===== config.mk =====
export PLATFORM = sky130hd
export DESIGN_NAME = dct4_transpose_buf
export DESIGN_NICKNAME = d
export VERILOG_FILES = /design/src/rtl/dct4_transpose_buf.sv
export SDC_FILE = /design/constraint.sdc
export NUM_CORES = 1
export LEC_CHECK = 0
export ABC_AREA = 0
export CORE_MARGIN = 4
export CORE_UTILIZATION = 25
export CTS_CLUSTER_SIZE = 14
export DETAILED_ROUTE_END_ITERATION = 7
export SYNTH_ARGS = -nofsm -noshare
export SYNTH_HDL_FRONTEND = slang
export SYNTH_SLANG_ARGS = --single-unit

===== constraint.sdc =====
create_clock -name clk -period 2.3 [get_ports clk]
set_input_delay 0.69 -clock clk [delete_from_list [all_inputs] [get_ports clk]]
set_output_delay 0.69 -clock clk [all_outputs]
set_load 0.02 [all_outputs]

===== src/rtl/dct4_transpose_buf.sv =====
// Ping-pong 4x4 transpose buffer between the row and column stages of a 4-point 2-D DCT.
// Rows are written into one bank while columns of the other bank are read out.
module dct4_transpose_buf #(
  parameter int WIDTH = 11
) (
  input  logic                    clk,
  input  logic                    rst_n,
  input  logic                    in_valid,
  output logic                    in_ready,
  input  logic signed [WIDTH-1:0] in_d0,
  input  logic signed [WIDTH-1:0] in_d1,
  input  logic signed [WIDTH-1:0] in_d2,
  input  logic signed [WIDTH-1:0] in_d3,
  output logic                    out_valid,
  input  logic                    out_ready,
  output logic signed [WIDTH-1:0] out_c0,
  output logic signed [WIDTH-1:0] out_c1,
  output logic signed [WIDTH-1:0] out_c2,
  output logic signed [WIDTH-1:0] out_c3,
  output logic [1:0]              out_idx,
  output logic                    out_last
);

  logic signed [WIDTH-1:0] r_bank [2][4][4];
  logic [1:0]              r_full;
  logic                    r_wr_bank;
  logic                    r_rd_bank;
  logic [1:0]              r_wr_cnt;
  logic [1:0]              r_rd_cnt;

  logic w_in_fire;
  logic w_out_fire;
  logic w_wr_done;
  logic w_rd_done;

  // Both handshake qualifiers come straight from flops, so out_ready never reaches in_ready.
  assign in_ready   = !r_full[r_wr_bank];
  assign out_valid  = r_full[r_rd_bank];
  assign w_in_fire  = in_valid && in_ready;
  assign w_out_fire = out_valid && out_ready;
  assign w_wr_done  = w_in_fire && (r_wr_cnt == 2'd3);
  assign w_rd_done  = w_out_fire && (r_rd_cnt == 2'd3);

  always_ff @(posedge clk or negedge rst_n) begin
    if (!rst_n) begin
      r_full    <= 2'b00;
      r_wr_bank <= 1'b0;
      r_rd_bank <= 1'b0;
      r_wr_cnt  <= 2'd0;
      r_rd_cnt  <= 2'd0;
    end else begin
      if (w_in_fire) begin
        r_wr_cnt <= r_wr_cnt + 2'd1;
      end
      if (w_wr_done) begin
        r_full[r_wr_bank] <= 1'b1;
        r_wr_bank         <= !r_wr_bank;
      end
      if (w_out_fire) begin
        r_rd_cnt <= r_rd_cnt + 2'd1;
      end
      // The write bank is never full, so a simultaneous set and clear hit different banks.
      if (w_rd_done) begin
        r_full[r_rd_bank] <= 1'b0;
        r_rd_bank         <= !r_rd_bank;
      end
    end
  end

  always_ff @(posedge clk or negedge rst_n) begin
    if (!rst_n) begin
      for (int b = 0; b < 2; b++) begin
        for (int r = 0; r < 4; r++) begin
          for (int c = 0; c < 4; c++) begin
            r_bank[b][r][c] <= '0;
          end
        end
      end
    end else if (w_in_fire) begin
      r_bank[r_wr_bank][r_wr_cnt][0] <= in_d0;
      r_bank[r_wr_bank][r_wr_cnt][1] <= in_d1;
      r_bank[r_wr_bank][r_wr_cnt][2] <= in_d2;
      r_bank[r_wr_bank][r_wr_cnt][3] <= in_d3;
    end
  end

  assign out_c0   = r_bank[r_rd_bank][0][r_rd_cnt];
  assign out_c1   = r_bank[r_rd_bank][1][r_rd_cnt];
  assign out_c2   = r_bank[r_rd_bank][2][r_rd_cnt];
  assign out_c3   = r_bank[r_rd_bank][3][r_rd_cnt];
  assign out_idx  = r_rd_cnt;
  assign out_last = (r_rd_cnt == 2'd3);

endmodule


* Yosys cells after proc, flatten, opt, wreduce, memory -nomap -nowiden *
Index checks and enable logic that the tools add are counted.

storage, ports and cells
  bits in registers = 360
  latch bits = 0
  memory bits (writable) = 0
  bits in read-only memories = 0
  input bits = 48
  output and inout bits = 49
  word-level logic and storage cells = 114
  memories = 0

cells by class
  $add $sub $neg = 2
  $mul = 0
  divide/modulo/power cells = 0
  order comparisons = 10
  equal/unequal tests = 2
  shift operators = 0
  mux-type cells = 45
  bitwise operators = 7
  reductions and logical operators = 11

operators with widths
  kind                   count
  $bwmux W352            4
  $mux W176              7
  $demux W176 S1         4
  $demux W44 S2          4
  $mux W11               9
  $bmux W11 S2           4
  $mux W44               1
  $mux W33               1
  $mux W22               1
  $logic_and A1 B1 Y1    8
  $ge A3 B3 Y1 const B   2
  $mux W1                6
  $not A2 Y3             2
  $add A2 B1 Y2 const B  2
  $eq A2 B2 Y1 const B   2
  $ge A2 B2 Y1 const B   2
  $lt A1 B2 Y1 const B   2
  $mux W2                2
  $not A1 Y2             2
  $logic_not A1 Y1       3
  $lt A3 B1 Y1 const B   1
  $and A2 B2 Y2          1
  $demux W1 S1           2
  $ge A1 B1 Y1 const B   2
  3 further kinds        3

* Depth between registers and ports, before layout *
Gate-level depths: netlist of the first run.

  word-level depth = 11
  gate-level depth with buffers = 6
  gate-level depth less buffers = 5

* Worst setup path before layout of the first run *
No wires, ideal clock.

  kind = register -> output
  start point = register r_rd_cnt[1], in the netlist out_idx[1]
  end point = output port out_c0[7]
  data arrival time = 1.696 ns
  data required time = 1.610 ns
  path slack = -0.086 ns
  cell stages (with the launch flop) = 6
  path buffers = 3
  cells stage by stage = dfrtp_1 > buf_2 > buf_2 > buf_2 > mux4_2 > mux2_2

on the way
  cells in the longest elaborated chain, start to end = 4

RTL lines
  what                                          RTL line  RTL
  start, declared                               29        logic [1:0] r_rd_cnt;
  start signal, assigned                        60        r_rd_cnt <= r_rd_cnt + 2'd1;
  $not A2 Y3 (implied by the code)              87        assign out_c0 = r_bank[r_rd_bank][0][r_rd_cnt];
  $bmux W11 S2                                  87
  $mux W11 (implied by the code) (2 in series)  87
  end, declared                                 16        output logic signed [WIDTH-1:0] out_c0,

Every way passes these cells. The select of a mux whose other input is x is not followed.

* Worst setup path in the final report of the first run *
  start point = register r_rd_bank
  end point = output port out_c3[9]

on the way
  cells in the longest elaborated chain, start to end = 7

RTL lines
  what                                          RTL line  RTL
  start, declared                               27        logic r_rd_bank;
  start signal, assigned                        65        r_rd_bank <= !r_rd_bank;
  $not A1 Y2 (implied by the code)              90        assign out_c3 = r_bank[r_rd_bank][3][r_rd_cnt];
  $mux W176 (3 in series)                       --
  $bmux W11 S2                                  90
  $mux W11 (implied by the code) (2 in series)  90
  end, declared                                 19        output logic signed [WIDTH-1:0] out_c3,

Every way passes these cells. The select of a mux whose other input is x is not followed.

==> results_dict.tcl, run 1 <==
set metrics [dict create \
    drive_above_1_share_pct 59.0 \
    hold_viol_final 0 \
    syn-instance-count 943 \
    rsz0062_at_grt "yes" \
    skew_ns 0.0185 \
    grt_use_total_pct 12.0 \
    clock_sinks 360 \
    antenna_found_initial 4 \
    hold_class "primary input to async pin" \
    leakage_uw 0.00868 \
    finalNetCount 1152 \
    drv_slew 0 \
    grt_util_met1_pct 16.7 \
    cts.path.max_buffers 3 \
    synth_async_sr_flop_share_pct 100 \
    yosys-top-cells-area "dfrtp_1 55%, mux2_2 26%, mux4_2 12%" \
    htreeDepth 2 \
    cts_hold_buf 0 \
    portBuffers 96 \
    crit_required_ns 1.61 \
    design_area_um2 20400 \
    totalPowerFinal_uw 33100 \
    worst_setup_path_end_kind "output port" \
    die_area_um2 69300 \
    synth_edf_count 0 \
    synth_top_area_share_pct 55.3 \
    grt_start_max_net_pins 73 \
    max_freq_mhz 329 \
    slew_headroom_pct 66.4 \
    start_util_pct 25.3 \
    clkLatencyLatePin_ns 0.53 \
    setup_slack_ns -0.743 \
    outcome "finished with violations" \
    synth_nets 996 \
    gp_congestion 0.745 \
    power_density_nw_per_um2 1620 \
    report.final.setup_viol 45 \
    crit_type "flip-flop to output port" \
    clkSlewWorstSetupHoldPaths_ns 0.06 \
    worstMarginPinSlew_ns 0.502 \
    crit_arrival_ns 2.35 \
    ant_nets 0 \
    firstDrtPassIters 5 \
    ys_seq_area_share_pct 55.3 \
    drt_iter0_drc 574 \
    vias_per_cell 4.54 \
    grt_pass1_vias 10100 \
    drv_cap 0 \
    seq_area_um2 9020 \
    grt_pass1_wl_mm 64.8 \
    violations "setup timing" \
    finalCriticalPeriod_ns 3.04 \
    grt_overflow 0 \
    period_share_pct 132 \
    ir_drop_mv 1.17 \
    cts_made_buffers 36 \
    design.core.area_um2 64500 \
    ys.warnings.count 0 \
    busiest_layer "met2" \
    placed_area_um2 18600 \
    cts_root_buffer "clkbuf_16" \
    yosys.area.top_type "dfrtp_1" \
    core.rowCount 93 \
    start_kind "flip-flop" \
    syn_to_final_growth_pct 25.4 \
    synth_cell_types 22 \
    globalRouteMet2Util_pct 19.2 \
    use_met3_pct 2.97 \
    die-width_um 263 \
    synth_flop_cell "dfrtp_1" \
    ios 97 \
    place_hpwl_mm 27.9 \
    route.detailed.drc 0 \
    vias 8985 \
    syn_area_um2 16300 \
    multi_input_area_um2 6950 \
    cts_tree "done" \
    synth_seq_cells 360 \
    routed_wl_mm 41.5 \
    dieHeight_um 263 \
    wl_per_cell_um 20.9 \
    synth.avg_cell_area_um2 17.3 \
    path_max_fanout 6 \
    n_fill_cell 6291 \
]
[state kept, by name, indices dropped and copies added, names as in the netlist]
signal / flops
r_wr_cnt: 2
r_bank: 352
r_full: 2
r_rd_bank: 1
out_idx: 2
r_wr_bank: 1
[cell families after synthesis]
kind of cell    after synthesis  synth area share, %
mux                         488                 39.8
compound gates                4                0.154
xor+xnor                      2                0.107
simple gates                 21                 1.19
buf+inv                      63                 3.11
flops                       360                 55.3
fa+ha+maj                     5                0.384
[layout by cell type (no fill, tap or decap), types with 2 or more instances in the layout]
cell,n
inv_1,2
nand2_1,9
clkbuf_16,37
mux2_4,43
nand3_4,4
buf_4,33
mux2_1,21
mux4_2,88
clkbuf_8,12
buf_8,5
clkdlybuf4s50_1,46
mux2_2,335
xnor2_1,2
diode_2,2
dfrtp_1,357
buf_16,3
ha_1,5
dlygate4sd2_1,2
nor3_4,4
bufinv_16,2
buf_12,36
clkbuf_1,7
o21ai_0,2
clkinv_2,3
dfrtp_4,2
nand2b_1,2
buf_6,52
[final timing paths]
path,start,cells past startpoint,slack (ns),to
setup / recovery,r_rd_bank,6,-0.74,out_c3[9]
setup reg to reg,r_wr_cnt[1],6,0.39,r_bank[288]
min in group clk,r_bank[276],1,0.48,r_bank[276]
hold / removal,rst_n,1,0.05,r_bank[318]
hold reg to reg,r_bank[276],1,0.48,r_bank[276]
max in group asynchronous,rst_n,2,1.48,r_bank[110]
[metal layers]
| layer | wire length (µm) | share of wire (%) |
|---|---|---|
| met1 | 19100 | 46 |
| met2 | 19500 | 47 |
| met3 | 2390 | 5.8 |
| met4 | 488 | 1.2 |
| met5 | 11 | 0.027 |
[timing repair]
action	CTS	global route
buffers inserted	13	4
endpoints found under the setup margin	49	47
resized for setup	281	50
gates cloned	4	0
[worst max-delay path, cell delays in order, from the launching register on]
cell,delay (ns)
dfrtp_4,0.44
buf_12,0.17
buf_16,0.15
buf_8,0.11
mux4_2,0.50
mux2_4,0.29
buf_6,0.14
[synthesized netlist by cell type, types with 2 or more instances]
cell,count
buf_2,6
buf_4,16
buf_6,27
clkbuf_1,11
dfrtp_1,360
ha_1,5
inv_1,2
mux2_1,21
mux2_2,378
mux4_2,88
nand2_1,9
nand2b_1,2
nand3_4,4
nor3_4,4
o21ai_0,2
xnor2_1,2
[stage by stage]
| stage | setup TNS (ns) | hold slack [ns] | util, % | worst slack (ns) | std cells |
|---|---|---|---|---|---|
| finish | -29.23 | 0.0549 | 31.7 | -0.743 | 1980 |
| global route | -31.79 | 0.0514 | 31.7 | -0.801 | 1978 |
| CTS | -31.37 | 0.0502 | 31.5 | -0.781 | 1976 |
| detailed placement | -46.99 | 0.469 | 28.9 | -0.620 | 1897 |
| global placement | -45.18 | 0.463 | 28.9 | -0.610 | 1897 |
| floorplan | 0 | 0.394 | - | 0.0248 | 943 |
[power breakdown]
group | internal (µW) | leakage [µW] | total [µW] | switching [µW]
clock network | 3560 | 0.000591 | 5990 | 2430
logic | 9460 | 0.00369 | 16100 | 6610
registers | 9440 | 0.00440 | 11000 | 1580
[area by class of cell]
| class | count | area share [%] |
|---|---|---|
| Timing Repair Buffer | 179 | 10.8 |
| Multi-Input combinational cell | 520 | 34.0 |
| Tap cell | 855 | 5.23 |
| Inverter | 2 | 0.0367 |
| Clock buffer | 56 | 5.47 |
| Antenna cell | 2 | 0.0245 |
| Sequential cell | 360 | 44.1 |
| Clock inverter | 6 | 0.404 |
Power figures use the tool's default switching activity.
==> inputs of run 2 (changes only) <==
- CELL_PAD_IN_SITES_DETAIL_PLACEMENT: unset -> 2
- CELL_PAD_IN_SITES_GLOBAL_PLACEMENT: unset -> 2
- CORE_ASPECT_RATIO: unset -> 0.8
- PLACE_DENSITY_LB_ADDON: unset -> 0.1
==> run 2 against run 1 <==
Effect of this change: the flow still finishes with violations (setup timing); non-clock buffer count is 10 higher; clock skew is 0.0030 ns lower; critical path depth stayed put; clock power is 9.2% higher; worst setup slack worse by 0.059 ns; sequential power hardly changed; critical path type unchanged.
==> results_dict.tcl, run 2 (synthesized netlist as in run 1, its figures left out) <==
set metrics [dict create \
    outcome "finished with violations" \
    violations "setup timing" \
    crit_type "flip-flop to output port" \
    antenna_found_initial 0 \
    htreeDepth 2 \
    design_area_um2 20700 \
    period_share_pct 135 \
    worstMarginPinSlew_ns 0.534 \
    n_fill_cell 6481 \
    totalPowerFinal_uw 34300 \
    max_freq_mhz 322 \
    holdWs_ns 0.0599 \
    cts_tree "done" \
    largest_reg_flops 352 \
    vias 9112 \
    cts_root_buffer "clkbuf_16" \
    setup_slack_ns -0.803 \
    place_hpwl_mm 34.0 \
    ios 97 \
    routed_wl_mm 50.6 \
    reg2reg_from "r_rd_bank" \
    grt_util_met1_pct 20.5 \
    grt_pass1_vias 10600 \
    hold_viol_final 0 \
    leakage_uw 0.00881 \
    vias_per_cell 4.57 \
    crit_required_ns 1.61 \
    rsz0062_at_grt "yes" \
    route.detailed.drc 0 \
    die-width_um 293 \
    globalRouteMet2Util_pct 24.4 \
    grt_start_max_net_pins 50 \
    clock_sinks 360 \
    clkSlewWorstSetupHoldPaths_ns 0.06 \
    power_density_nw_per_um2 1660 \
    portBuffers 96 \
    dp_cells 1899 \
    cts.path.max_buffers 3 \
    gp_congestion 0.682 \
    final_util_pct 32.2 \
    drt_iter0_drc 209 \
    cts_made_buffers 43 \
    hold_class "primary input to async pin" \
    core.rowCount 83 \
    path_max_fanout 7 \
    firstDrtPassIters 4 \
    start_util_pct 25.3 \
    start_kind "flip-flop" \
    drv_slew 0 \
    finalCriticalPeriod_ns 3.10 \
    worst_setup_path_end_kind "output port" \
    largest-register "r_bank" \
    grt_pass1_wl_mm 76.8 \
    ant_nets 0 \
    grt_overflow 0 \
    wl_per_cell_um 25.3 \
    die_area_um2 69400 \
    busiest_layer "met2" \
    drive_above_1_share_pct 59.2 \
    layout_commonest_cell "dfrtp_1" \
    syn_to_final_growth_pct 27.2 \
    use_met3_pct 2.96 \
    reg2reg_slack_ns 0.21 \
    drv_cap 0 \
    dieHeight_um 236 \
    cts_hold_buf 0 \
    design.core.area_um2 64400 \
    placed_area_um2 18800 \
    instances_no_fill 1996 \
    skew_ns 0.0155 \
    ir_drop_mv 0.831 \
    r2r_end "out_idx[1]" \
    worst_r2r_path_depth 8 \
    report.final.setup_viol 46 \
    crit_arrival_ns 2.41 \
    grt_use_total_pct 14.9 \
    final_cell_mix "357 x dfrtp_1, 337 x mux2_2, 88 x mux4_2" \
    clkLatencyLatePin_ns 0.57 \
    slew_headroom_pct 64.4 \
    finalNetCount 1169 \
]
-- run 2: changes by cell type in the layout (fill, tap and decap cells not counted), moves of 2 or more --
cell / change
clkbuf_1: +10
buf_12: +5
clkbuf_8: -3
mux2_2: +2
buf_6: -5
bufinv_16: -2
buf_4: +9
mux2_4: -2
buf_16: +3
dlygate4sd2_1: -2
clkbuf_16: +7
-- run 2: through the flow --
step	setup TNS [ns]	worst slack, ns
finish	-33.08	-0.803
global route	-36.63	-0.880
CTS	-36.67	-0.893
detailed placement	-70.87	-0.625
global placement	-66.38	-0.638
floorplan	0	0.0248
-- run 2: area by class of cell --
cell class	count	area (µm²)	area share [%]
repair buffers	189	2370	11.4
clock buffers	70	1290	6.21
flip-flops and latches	360	9020	43.5
well taps	850	1060	5.13
multi-input cells	520	6950	33.5
inverters	2	7.51	0.0362
clock inverters	4	35.0	0.169
diodes	1	2.50	0.0121
-- run 2: worst max-delay path by stage --
stage                          start   endpoint  slack, ns
after floorplan           out_idx[1]  out_c0[0]       0.02
after global placement     r_rd_bank  out_c2[6]      -0.64
after detailed placement   r_rd_bank  out_c2[6]      -0.63
after CTS                  r_rd_bank  out_c3[4]      -0.89
after global routing       r_rd_bank  out_c3[2]      -0.88
final                      r_rd_bank  out_c0[0]      -0.80
-- run 2: layer usage --
metal	share of wire (%)	up-vias
met5	0	-
met4	1.7	0
met3	3.9	53
met2	48	132
met1	47	5017
li1	-	3910
-- run 2: power breakdown --
| group | total (µW) | leakage [µW] | internal (µW) | switching (µW) |
|---|---|---|---|---|
| clock | 6540 | 0.000646 | 3810 | 2730 |
| combinational | 16600 | 0.00377 | 9540 | 7080 |
| sequential | 11200 | 0.00440 | 9450 | 1720 |
| total | 34300 | 0.00881 | 22800 | 11500 |
-- run 2: timing repair --
action | in CTS | in global routing
hold endpoints to repair | 0 | 0
endpoints found under the setup margin | 49 | 47
setup buffers | 17 | 3
cloned | 8 | 0
gates resized for setup | 321 | 16
-- run 2: critical path, stage by stage, from the launching register on --
cell and delay, ns:
dfrtp_4 0.50, buf_12 0.17, buf_12 0.14, buf_12 0.12, mux4_2 0.44, mux2_4 0.32
buf_6 0.14
==> inputs of run 3 (changes only) <==
- clock period: 2.3 -> 2.5 ns (I/O delays scaled with it)
==> run 3 against run 2 <==
Effect of this change: the flow still finishes with violations (setup timing); wire length decreased by 0.83%; core utilization up 0.080 points; register-to-register slack better by 0.33 ns; critical endpoint is now out_c1[0]; cell count increased by 0.80%; first-iteration DRC count grew 42%; sequential cell count unchanged; clock skew rose by 0.0057 ns; combinational power shrank 9%; highest routed layer unchanged; via count grew 0.78%.
==> results_dict.tcl, run 3 (synthesized netlist as in run 1, its figures left out) <==
set metrics [dict create \
    drive_above_1_share_pct 59.8 \
    drt_iter0_drc 296 \
    core.rowCount 83 \
    syn_to_final_growth_pct 27.5 \
    wl_per_cell_um 24.9 \
    hold_viol_final 0 \
    setup_tns_ns -28.28 \
    grt_pass1_wl_mm 75.3 \
    design_area_um2 20800 \
    crit_start "r_rd_bank" \
    clkLatencyLatePin_ns 0.56 \
    grt_pass1_vias 10400 \
    antenna_found_initial 3 \
    worst_setup_path_end_kind "output port" \
    start_kind "flip-flop" \
    firstDrtPassIters 4 \
    htreeDepth 2 \
    grt_use_total_pct 14.6 \
    grt_overflow 0 \
    ir_drop_mv 0.798 \
    die_area_um2 69400 \
    final_cell_mix "357 x dfrtp_1, 351 x mux2_2, 88 x mux4_2" \
    power_density_nw_per_um2 1520 \
    route.detailed.drc 0 \
    violations "setup timing" \
    p_comb_share_pct 47.8 \
    place_hpwl_mm 33.4 \
    crit_required_ns 1.75 \
    drv_slew 0 \
    p_int_uw 21100 \
    layout_commonest_cell "dfrtp_1" \
    gp_congestion 0.676 \
    report.final.setup_viol 45 \
    start_util_pct 25.3 \
    cts_hold_buf 0 \
    n_fill_cell 6511 \
    crit_type "flip-flop to output port" \
    finalCriticalPeriod_ns 3.21 \
    routed.top_layer "met4" \
    seqPwrFrac_pct 32.3 \
    grt_start_max_net_pins 50 \
    skew_ns 0.0212 \
    vias 9183 \
    cts_tree "done" \
    clkSlewWorstSetupHoldPaths_ns 0.06 \
    crit_arrival_ns 2.46 \
    hold_class "primary input to async pin" \
    rsz0062_at_grt "yes" \
    slew_headroom_pct 65.5 \
    largest-register "r_bank" \
    max_freq_mhz 312 \
    setup_slack_ns -0.707 \
    reg2reg_from "r_wr_bank" \
    placed_area_um2 18700 \
    outcome "finished with violations" \
    dieHeight_um 236 \
    cts_root_buffer "clkbuf_16" \
    period_share_pct 128 \
    swShare_pct 33.4 \
    switching_power_uw 10600 \
    ant_nets 0 \
    met1_length_mm 23.7 \
    cts_made_buffers 43 \
    leakage_uw 0.00885 \
    pre_cts_ws_ns -0.569 \
    portBuffers 96 \
    path_max_fanout 8 \
    ios 97 \
    cts.path.max_buffers 3 \
    final_util_pct 32.3 \
    dr_wl_met2_mm 23.7 \
    finalNetCount 1184 \
    vias_per_cell 4.56 \
    die-width_um 293 \
    drv_cap 0 \
    wl_met3_mm 1.93 \
    power_frac_clock_pct 20.0 \
    largest_reg_flops 352 \
    worstMarginPinSlew_ns 0.517 \
    routed_wl_mm 50.2 \
    design.core.area_um2 64400 \
    clock_sinks 360 \
]
-- run 3: cell count changes in the layout (fill, tap and decap cells not counted), sizes merged --
cell         delta
clkinv          -1
buf             +9
bufinv          +3
clkbuf          -2
bufbuf          +2
clkinvlp        +1
diode           +1
dlygate4sd2     +3
-- run 3: through the flow --
step / power, µW / hold slack (ns) / cells
CTS: 32100 / 0.136 / 2003
finish: 31600 / 0.137 / 2012
detailed placement: 24300 / 0.476 / 1898
floorplan: 18400 / 0.452 / 943
global placement: 24100 / 0.466 / 1898
global route: 33600 / 0.142 / 2010
-- run 3: final timing paths --
kind | endpoint | slack (ns) | cells after the start
setup / recovery | out_c1[0] | -0.71 | 6
hold / removal | r_bank[137] | 0.14 | 1
setup reg to reg | r_bank[83] | 0.54 | 5
hold reg to reg | r_bank[233] | 0.49 | 1
max in group asynchronous | r_bank[301] | 1.60 | 2
min in group clk | r_bank[233] | 0.49 | 1
-- run 3: area by class of cell --
type / count / area, µm² / share of cell area (%)
clock buffers: 67 / 1280 / 6.14
inverters: 2 / 7.51 / 0.0361
flip-flops and latches: 360 / 9020 / 43.4
clock inverters: 7 / 116 / 0.560
well taps: 850 / 1060 / 5.12
repair buffers: 204 / 2410 / 11.6
diodes: 2 / 5.00 / 0.0241
multi-input cells: 520 / 6890 / 33.1
-- run 3: power by group through the flow --
stage          logic, µW  registers, µW  clock network [µW]
3_5_place_dp       13900          10400                   0
6_report           15100          10200                6320
5_1_grt            16200          10600                6830
3_3_place_gp       13700          10400                   0
2_1_floorplan       8780           9630                   0
4_1_cts            15300          10200                6570
-- run 3: per-layer routing --
layer | GRT usage [%] | up-vias
li1 | - | 3938
met5 | 0 | -
met3 | 2.98 | 59
met4 | 3.02 | 0
met2 | 23.8 | 135
met1 | 20.2 | 5051
-- run 3: what timing repair did --
item / CTS / global route
pin swaps: 0 / 0
gates resized for setup: 240 / 39
endpoints found under the setup margin: 49 / 45
cloned: 4 / 2
buffers inserted: 27 / 7
-- run 3: worst max-delay path, cell delays in order, from the launching register on --
cell and delay [ns]:
dfrtp_4 0.43, buf_12 0.18, buf_16 0.15, buf_12 0.13, mux4_2 0.56, mux2_4 0.30
buf_6 0.13
